$ cat config.mk
export PLATFORM = sky130hd
export DESIGN_NAME = led_gray_ctrl
export DESIGN_NICKNAME = d
export VERILOG_FILES = /design/src/rtl/led_gray_ctrl.sv
export SDC_FILE = /design/constraint.sdc
export NUM_CORES = 1
export LEC_CHECK = 0
export CORE_UTILIZATION = 50
export CTS_CLUSTER_SIZE = 12
export DETAILED_ROUTE_END_ITERATION = 10
export MAX_ROUTING_LAYER = met4
export PLACE_DENSITY = 0.76
export SKIP_LAST_GASP = 1
export SLEW_MARGIN = 20
export SYNTH_ARGS = -nofsm -noshare
export SYNTH_HDL_FRONTEND = slang
export SYNTH_SLANG_ARGS = --single-unit
$ cat constraint.sdc
create_clock -name S_AXI_ACLK -period 2.55 [get_ports S_AXI_ACLK]
set_clock_uncertainty 0.1 [all_clocks]
set_input_delay 0.255 -clock S_AXI_ACLK [delete_from_list [all_inputs] [get_ports S_AXI_ACLK]]
set_output_delay 0.255 -clock S_AXI_ACLK [all_outputs]
set_load 0.03 [all_outputs]
$ cat src/rtl/led_gray_ctrl.sv
// led_gray_ctrl: register-programmed LED pattern engine with direct, gray-count,
// blink and bouncing-scan modes, stepped by a programmable prescaler.
//
// scan state | meaning
// SCAN_UP    | scan position moving toward NUM_LEDS-1
// SCAN_DOWN  | scan position moving toward 0
module led_gray_ctrl #(
  parameter int NUM_LEDS   = 8,
  parameter int PRESCALE_W = 32,
  parameter int ADDR_W     = 4
) (
  input  logic                S_AXI_ACLK,
  input  logic                S_AXI_ARESETN,
  input  logic                slv_reg_wren,
  input  logic [ADDR_W-1:0]   axi_awaddr,
  input  logic [31:0]         S_AXI_WDATA,
  input  logic                slv_reg_rden,
  input  logic [ADDR_W-1:0]   axi_araddr,
  output logic [31:0]         rdata,
  output logic [NUM_LEDS-1:0] LED,
  output logic                tick
);

  localparam int POS_W = (NUM_LEDS > 1) ? $clog2(NUM_LEDS) : 1;

  typedef enum logic [1:0] {
    MODE_DIRECT = 2'd0,
    MODE_GRAY   = 2'd1,
    MODE_BLINK  = 2'd2,
    MODE_SCAN   = 2'd3
  } mode_e;

  typedef enum logic {
    SCAN_UP   = 1'b0,
    SCAN_DOWN = 1'b1
  } scan_e;

  logic [NUM_LEDS-1:0]   data_q, data_d;
  mode_e                 mode_q, mode_d;
  logic                  en_q, en_d;
  logic [PRESCALE_W-1:0] period_q, period_d;
  logic [PRESCALE_W-1:0] tmr_q, tmr_d;
  logic [NUM_LEDS-1:0]   seq_q, seq_d;
  logic                  phase_q, phase_d;
  logic [POS_W-1:0]      pos_q, pos_d;
  scan_e                 scan_q, scan_d;
  logic [NUM_LEDS-1:0]   led_d;
  logic [31:0]           rd_mux;
  logic [1:0]            wr_idx, rd_idx;
  logic                  data_wr, ctrl_wr, period_wr;
  logic                  mode_chg, step;
  logic                  unused_bits;

  assign wr_idx    = axi_awaddr[3:2];
  assign rd_idx    = axi_araddr[3:2];
  assign data_wr   = slv_reg_wren && (wr_idx == 2'd0);
  assign ctrl_wr   = slv_reg_wren && (wr_idx == 2'd1);
  assign period_wr = slv_reg_wren && (wr_idx == 2'd2);

  assign unused_bits = ^{axi_awaddr, axi_araddr, S_AXI_WDATA};

  // The timer counts down from PERIOD; reaching zero is the step point.
  // CTRL/PERIOD writes reload it and swallow any step due in that cycle.
  assign step     = en_q && (tmr_q == '0) && !ctrl_wr && !period_wr;
  assign mode_chg = ctrl_wr && (mode_e'(S_AXI_WDATA[1:0]) != mode_q);

  always_comb begin
    data_d   = data_wr   ? S_AXI_WDATA[NUM_LEDS-1:0]   : data_q;
    mode_d   = ctrl_wr   ? mode_e'(S_AXI_WDATA[1:0])   : mode_q;
    en_d     = ctrl_wr   ? S_AXI_WDATA[2]              : en_q;
    period_d = period_wr ? S_AXI_WDATA[PRESCALE_W-1:0] : period_q;

    tmr_d = tmr_q;
    if (ctrl_wr || period_wr || !en_q) begin
      tmr_d = period_d;
    end else if (tmr_q == '0) begin
      tmr_d = period_q;
    end else begin
      tmr_d = tmr_q - PRESCALE_W'(1);
    end
  end

  always_comb begin
    seq_d   = seq_q;
    phase_d = phase_q;
    if (mode_chg) begin
      seq_d   = '0;
      phase_d = 1'b1;
    end else if (step) begin
      seq_d   = seq_q + NUM_LEDS'(1);
      phase_d = ~phase_q;
    end
  end

  // Ends of the bounce are visited once: the turn-around step moves away
  // from the end immediately instead of dwelling there.
  always_comb begin
    scan_d = scan_q;
    pos_d  = pos_q;
    if (mode_chg) begin
      scan_d = SCAN_UP;
      pos_d  = '0;
    end else if (step && (NUM_LEDS > 1)) begin
      case (scan_q)
        SCAN_UP: begin
          if (pos_q == POS_W'(NUM_LEDS - 1)) begin
            scan_d = SCAN_DOWN;
            pos_d  = pos_q - POS_W'(1);
          end else begin
            pos_d  = pos_q + POS_W'(1);
          end
        end
        SCAN_DOWN: begin
          if (pos_q == '0) begin
            scan_d = SCAN_UP;
            pos_d  = pos_q + POS_W'(1);
          end else begin
            pos_d  = pos_q - POS_W'(1);
          end
        end
        default: scan_d = SCAN_UP;
      endcase
    end
  end

  always_ff @(posedge S_AXI_ACLK) begin
    if (!S_AXI_ARESETN) begin
      scan_q <= SCAN_UP;
    end else begin
      scan_q <= scan_d;
    end
  end

  // LED is built from next-state values so it moves on the same edge as
  // the write or step that caused the change.
  always_comb begin
    led_d = data_d;
    case (mode_d)
      MODE_DIRECT: led_d = data_d;
      MODE_GRAY:   led_d = seq_d ^ (seq_d >> 1);
      MODE_BLINK:  led_d = phase_d ? data_d : '0;
      MODE_SCAN:   led_d = NUM_LEDS'(1) << pos_d;
      default:     led_d = data_d;
    endcase
  end

  always_comb begin
    rd_mux = '0;
    case (rd_idx)
      2'd0:    rd_mux = 32'(data_q);
      2'd1:    rd_mux = {29'b0, en_q, mode_q};
      2'd2:    rd_mux = 32'(period_q);
      default: rd_mux = {16'(seq_q), 16'(LED)};
    endcase
  end

  always_ff @(posedge S_AXI_ACLK) begin
    if (!S_AXI_ARESETN) begin
      data_q   <= '0;
      mode_q   <= MODE_DIRECT;
      en_q     <= 1'b0;
      period_q <= '0;
      tmr_q    <= '0;
      seq_q    <= '0;
      phase_q  <= 1'b1;
      pos_q    <= '0;
      LED      <= '0;
      rdata    <= '0;
      tick     <= 1'b0;
    end else begin
      data_q   <= data_d;
      mode_q   <= mode_d;
      en_q     <= en_d;
      period_q <= period_d;
      tmr_q    <= tmr_d;
      seq_q    <= seq_d;
      phase_q  <= phase_d;
      pos_q    <= pos_d;
      LED      <= led_d;
      tick     <= step;
      if (slv_reg_rden) begin
        rdata <= rd_mux;
      end
    end
  end

endmodule

==> results.md, run 1 <==
* DRC viols at 0
* Finished layout cell area at roughly 9000 um2
* Hold endpoint: rdata[3]
* Max-Cap Viols at 0
* Reg2Reg Depth at 10
* Layout area overhead at 36.7%
* Pint at 4.04 mW
* Area contributors post-synth: dfxtp_1 (39%), mux2i_1 (8.5%), nor2b_1 (7.2%)
* WL/cell at around 18 um
* Initial antenna violation count at 0
* Least-Margin Pin Slew at 0.588 ns
* Post-Syn Area per Cell at between 9 and 10 um2
* # fillers at 961
* Async SR Flop Fraction at 0%
* Clock share of power at approximately two fifths
* Antenna-violating nets left at 0
* Slew headroom at roughly three fifths
* Period utilisation layout at 104%
* Io pins at between 80 and 90
* Initial Utilization at between 50 and 60%
* Worst-path fanout max at 7
* Comb pwr share at between 20 and 25%
* Remaining Overflow, GRT at 0
* Core area at 12,800 um2
* Unrepaired setup endpoints after global routing: yes
* Failing checks: negative setup slack
* WP data arrival at 2.85 ns
* Mapped cell area at 6610 um2
* Fraction of the yosys area taken by sequential cells at approximately 39%
* Sw Ratio at roughly 30%
* FMAX at between 300 and 400 MHz
* Pin count of the biggest net entering global routing at 33
* Worst R2R Start: tmr_q[1]
* Rows at a little over 40
* Leakage at ~3.8 nW
* Tot GR Track Use at between 20% and 30%
* Hold crit path type: primary input to flop
* Pwr Density at ~630 nW/um2
* Clock Path Buffers at 2
* Antenna cells at 0
* Hpwl dp at 13,300 um
* Top FF cell, synth: dfxtp_1
* Die H at 117 um
* Net switching power at between 1.5 and 2 mW
* PortBufs at 80
* Root Driver: clkbuf_16
* CP endpoint kind: flop
* H-tree levels at 4
* Drt initial violations at around 400
* Clock sinks at ~130
* Critical path type: flop to flop
* Vias in the first global route at between 5,000 and 6,000
* Synth Instances at approximately 730
* CTS tree: yes
* Leading area contributor after synthesis: dfxtp_1
* EDFF count, synth at 0
* Post-Syn Nets at between 700 and 800
* Via Count at between 6,000 and 7,000
* Startpoint Class: flop
* Worst EP required at around 2.8 ns
* First-pass GRT wire length at around 30,000 um
* Routed WL at about 19,000 um
* Final GP Congestion at between 0.9 and 1
* Clock slew at reported path FFs at about 0.060 ns
* TritonCTS buffer count at 17
* 1st-pass router iterations at 5
* Layout Nets at 939
* Layout Utilization at between 70% and 80%
* Layout cells sized above 1 at roughly 23%
* Max rail drop VDD at between 0.0003 and 0.0004 V
* Min-Delay Startpoint: S_AXI_ARESETN
* Worst R2R Setup Slack at -0.09 ns
* Number of synthesized register bits at between 100 and 150
* Yosys cell types at 63
* Yosys top cell area share at roughly two fifths
* Hold Crit Depth at 2
* Final Hold Viols at 0
* Die Wd at around 120 um
* Clock Latency Late Sink at about 0.43 ns
* Die area at 13,700 um2
* Placed cell areas at slightly above 8000 um2
* Hold_buf cts at 0
* Status: finished, violations left
* Final setup vio count at 11
* Capturing point of the worst reg2reg path: LED[1]
* Vias per inst at 5.68
* Setup ws final at -0.0945 ns
* Synth warnings at 0
* Register share of total power at 37.2%
* Final Max Slew Viols at 0
* Minimum clock period at 2.64 ns
-- cell usage after synthesis, types with 9 or more instances --
cell type,instances
a21oi_1,23
a22oi_1,10
and2_1,12
clkbuf_1,36
dfxtp_1,129
inv_1,17
mux2_2,9
mux2i_1,56
nand2_1,58
nand3_1,19
nor2_1,38
nor2b_1,76
nor3_1,23
o21ai_0,27
o2bb2ai_1,28
xnor2_1,26
xor2_1,9
-- cell usage in the layout, fill, tap and decap left out, types with 5 or more instances in the layout --
cell type and instances:
a21oi_1 22, a22oi_1 7, and2_1 12, buf_4 95, buf_6 6, clkbuf_16 17
clkdlybuf4s50_1 79, dfxtp_1 124, dfxtp_2 5, ha_1 5, inv_1 15, mux2_2 9
mux2i_1 55, nand2_1 58, nand2b_1 5, nand3_1 17, nor2_1 35, nor2b_1 76
nor3_1 16, nor3_2 6, nor3_4 5, o211a_1 6, o21ai_0 24, o22ai_1 8
o2bb2ai_1 28, o31ai_1 6, or3_1 5, or4_1 5, xnor2_1 24, xor2_1 9
-- flip-flops by register name, summed over array words and instances, names as in the netlist --
name,flops
seq_q,8
pos_q,3
phase_q,1
en_q,1
tick,1
mode_q,2
rdata,32
period_q,32
LED,8
scan_q,1
data_q,8
tmr_q,32
-- metrics by stage --
stage / std cells / TNS, ns / hold WS, ns / setup slack (ns) / power [mW]
after floorplan: 734 / 0 / 0.321 / 0.0000462 / 2.88
after global placement: 1026 / -0.888 / 0.360 / -0.136 / 3.27
after detailed placement: 1026 / -1.36 / 0.373 / -0.170 / 3.30
after CTS: 1064 / -0.475 / 0.184 / -0.0785 / 5.65
after global routing: 1073 / -1.93 / 0.205 / -0.232 / 5.95
final: 1073 / -0.568 / 0.195 / -0.0945 / 5.73
-- cell type report --
| class | count | area [um2] | share of cell area (%) |
|---|---|---|---|
| Multi-Input combinational cell | 541 | 4010 | 44.4 |
| Tap cell | 172 | 215 | 2.38 |
| Inverter | 17 | 63.8 | 0.706 |
| Clock inverter | 14 | 131 | 1.45 |
| Timing Repair Buffer | 182 | 1600 | 17.7 |
| Sequential cell | 129 | 2590 | 28.6 |
| Clock buffer | 18 | 429 | 4.75 |
-- critical path, stage by stage, from the launching register on --
cell and delay [ns]:
dfxtp_2 0.32, inv_2 0.07, ha_4 0.13, or4b_4 0.47, nor4bb_4 0.32, and4_1 0.24, buf_6 0.16, mux2i_2 0.24
xnor2_1 0.10, a222oi_1 0.29, nor2_1 0.08
-- repair_timing --
action / in CTS / in global routing
buffers inserted: 6 / 10
resized for setup: 24 / 29
setup endpoints to repair: 14 / 23
pin swaps: 19 / 26
-- layer usage --
metal,vias to the layer above,global-route usage [%],wire length (um)
met5,-,-,0
met4,0,12.2,575
met3,50,5.61,798
met2,184,50.5,9380
met1,2917,34.8,8210
li1,2939,-,-
-- how the worst max path moves through the flow --
stage,startpoint,end,slack [ns],cells past startpoint
floorplan,tmr_q[0],LED[2],0.00005,10
global placement,tmr_q[0],LED[1],-0.14,11
detailed placement,tmr_q[1],LED[1],-0.17,11
CTS,tmr_q[1],LED[2],-0.08,10
global route,tmr_q[1],LED[1],-0.23,10
finish,tmr_q[1],LED[1],-0.09,10
-- kinds of logic (layout without fill, tap and decap cells) --
logic type	after synthesis	in the layout	synth area share (%)
mux	68	68	11.0
fa+ha+maj	7	7	1.32
simple gates	281	281	23.7
xor+xnor	35	35	4.64
buf+inv	64	231	3.99
compound gates	150	150	16.3
flops	129	129	39.1
-- power by group through the flow --
stage | Sequential [mW] | Clock, mW | Combinational [mW]
6_report | 2.13 | 2.33 | 1.27
5_1_grt | 2.14 | 2.44 | 1.38
4_1_cts | 2.13 | 2.35 | 1.17
3_5_place_dp | 2.17 | 0 | 1.13
3_3_place_gp | 2.17 | 0 | 1.10
2_1_floorplan | 2.19 | 0 | 0.691
Note: power is estimated with default switching activity, not from simulation.
==> inputs of run 2 (changes only) <==
==> constraint.sdc (replaced) <==
create_clock -name S_AXI_ACLK -period 2.55 [get_ports S_AXI_ACLK]
set_clock_uncertainty 0.1 [all_clocks]
set_input_delay 0.255 -clock S_AXI_ACLK [delete_from_list [all_inputs] [get_ports S_AXI_ACLK]]
set_output_delay 0.255 -clock S_AXI_ACLK [all_outputs]
set_load 0.1 [all_outputs]
==> results.md, run 2 (same netlist as run 1, synthesis figures left out) <==
* Status: finished, violations left (unchanged)
* Failing checks: negative setup slack (unchanged)
* Vias per inst at 5.60 (was 5.68)
* Pin count of the biggest net entering global routing at 34 (was 33)
* 1st-pass router iterations at 5 (unchanged)
* Largest regs: period_q (32), rdata (32), tmr_q (32) (unchanged)
* Gr busiest metal: met2 (unchanged)
* Critical path type: flop to flop (unchanged)
* Met1 usage at 34.2% (was 34.8%)
* Max rail drop VDD at 0.000332 V (was 0.000311 V)
* GRT met2 Usage at 48.1% (was 50.5%)
* Hpwl dp at 13,200 um (was 13,300 um)
* Clock Path Buffers at 2 (unchanged)
* First-pass GRT wire length at 28,700 um (was 30,000 um)
* Final Hold Viols at 0 (unchanged)
* CTS tree: yes (unchanged)
* Most frequent cells in the layout: buf_4 (130), dfxtp_1 (124), nor2b_1 (76) (was dfxtp_1 (124), buf_4 (95), clkdlybuf4s50_1 (79))
* Die H at 117 um (unchanged)
* WL/cell at 17.4 um (was 17.7 um)
* Tot GR Track Use at 28.5% (was 29.8%)
* Min-Delay Startpoint: S_AXI_ARESETN (unchanged)
* FMAX at 374 MHz (was 378 MHz)
* Worst R2R Start: tmr_q[1] (unchanged)
* Antenna cells at 0 (unchanged)
* Final setup TNS at -0.605 ns (was -0.568 ns)
* Root Driver: clkbuf_16 (unchanged)
* Final setup vio count at 9 (was 11)
* Crit path launch: tmr_q[1] (unchanged)
* Leakage at 3.79 nW (was 3.77 nW)
* Rows at 41 (unchanged)
* Worst hold slack at 0.166 ns (was 0.195 ns)
* Global routing usage on met3 at 4.27% (was 5.61%)
* Io pins at 85 (unchanged)
* Die Wd at 117 um (unchanged)
* Layout area overhead at 34.2% (was 36.7%)
* Layout Nets at 935 (was 939)
* Worst-path fanout max at 9 (was 7)
* TritonCTS buffer count at 17 (unchanged)
* Unrepaired setup endpoints after global routing: yes (unchanged)
* Clock sinks at 129 (unchanged)
* PortBufs at 80 (unchanged)
* Layout cells sized above 1 at 26.6% (was 22.6%)
* Hold crit path type: primary input to flop (unchanged)
* Setup ws final at -0.120 ns (was -0.0945 ns)
* Clock slew at reported path FFs at 0.06 ns (about the same)
* CP endpoint kind: flop (unchanged)
* Core area at 12,800 um2 (unchanged)
* Remaining Overflow, GRT at 0 (unchanged)
* Antenna-violating nets left at 0 (unchanged)
* Final Max Slew Viols at 0 (unchanged)
* DRC viols at 0 (unchanged)
* Max-Cap Viols at 0 (unchanged)
* Routed WL at 18,600 um (was 19,000 um)
* Initial antenna violation count at 0 (unchanged)
* Least-Margin Pin Slew at 0.631 ns (was 0.588 ns)
* Die area at 13,700 um2 (unchanged)
* # fillers at 947 (was 961)
* Pwr Density at 643 nW/um2 (was 634 nW/um2)
* H-tree levels at 4 (unchanged)
* Via Count at 5,982 (was 6,090)
* Initial Utilization at 51.8% (unchanged)
* Most common cell after layout, fill and taps aside: buf_4 (was dfxtp_1)
* Clock Latency Late Sink at 0.42 ns (was 0.43 ns)
* Final GP Congestion at 0.961 (was 0.925)
* Drt initial violations at 481 (was 411)
* Worst EP required at 2.77 ns (was 2.76 ns)
* Slew headroom at 57.9% (was 60.7%)
* Vias in the first global route at 5,729 (was 5,988)
* WP data arrival at 2.89 ns (was 2.85 ns)
* Period utilisation layout at 105% (was 104%)
* Startpoint Class: flop (unchanged)
* Minimum clock period at 2.67 ns (was 2.64 ns)
-- run 2: critical path, stage by stage, from the launching register on --
cell and delay, ns:
dfxtp_2 0.32, inv_2 0.07, ha_4 0.13, or4b_4 0.48
nor4bb_4 0.32, nand4_1 0.16, buf_6 0.18, o31ai_2 0.25
a22oi_2 0.10, xnor2_1 0.19, a31o_2 0.26
-- run 2: per-layer routing --
layer | up-vias | routed length [um] | part of all wire, %
met1 | 2851 | 8250 | 44
met2 | 147 | 9220 | 50
met4 | 0 | 471 | 2.5
met5 | - | 0 | 0
met3 | 45 | 646 | 3.5
li1 | 2939 | - | -
-- run 2: path summary, 6_finish.rpt --
path / end / slack, ns / cells past startpoint
min reg2reg: rdata[4] / 0.38 / 1
min: rdata[5] / 0.17 / 2
max reg2reg: LED[3] / -0.12 / 10
max: LED[3] / -0.12 / 10
-- run 2: final cells by class --
type | instances | area, um2 | share of cell area, %
multi-input cells | 541 | 3990 | 44.9
flip-flops and latches | 129 | 2590 | 29.2
well taps | 172 | 215 | 2.42
repair buffers | 178 | 1470 | 16.6
clock buffers | 20 | 467 | 5.26
inverters | 17 | 63.8 | 0.719
clock inverters | 11 | 81.3 | 0.916
-- run 2: repair_timing --
item | CTS | global route
buffers inserted | 5 | 7
hold buffers | 0 | 0
pin swaps | 25 | 19
setup endpoints to repair | 14 | 18
resized for setup | 29 | 22
-- run 2: through the flow --
stage / instance area [um2] / power [mW] / util, % / setup WS (ns) / cells
3_5_place_dp: 8030 / 3.36 / 62.9 / -0.165 / 1026
5_1_grt: 8880 / 5.94 / 69.5 / -0.228 / 1068
4_1_cts: 8730 / 5.63 / 68.4 / -0.0480 / 1061
2_1_floorplan: 6660 / 2.94 / - / 0.0000462 / 734
3_3_place_gp: 8030 / 3.33 / 62.9 / -0.144 / 1026
6_report: 8880 / 5.71 / 69.5 / -0.120 / 1068
-- run 2: power breakdown --
part | total (mW) | switching (mW) | internal (mW)
sequential | 2.13 | 0.0531 | 2.08
combinational | 1.33 | 0.725 | 0.608
clock | 2.25 | 0.932 | 1.32
==> inputs of run 3 (changes only) <==
--- a/config.mk
+++ b/config.mk
@@ -11,7 +11,6 @@
 export MAX_ROUTING_LAYER = met4
 export PLACE_DENSITY = 0.76
 export SKIP_LAST_GASP = 1
-export SLEW_MARGIN = 20
 export SYNTH_ARGS = -nofsm -noshare
 export SYNTH_HDL_FRONTEND = slang
 export SYNTH_SLANG_ARGS = --single-unit
==> results of run 3 <==
No change in the layout: final DEF, timing and power equal those of run 2.
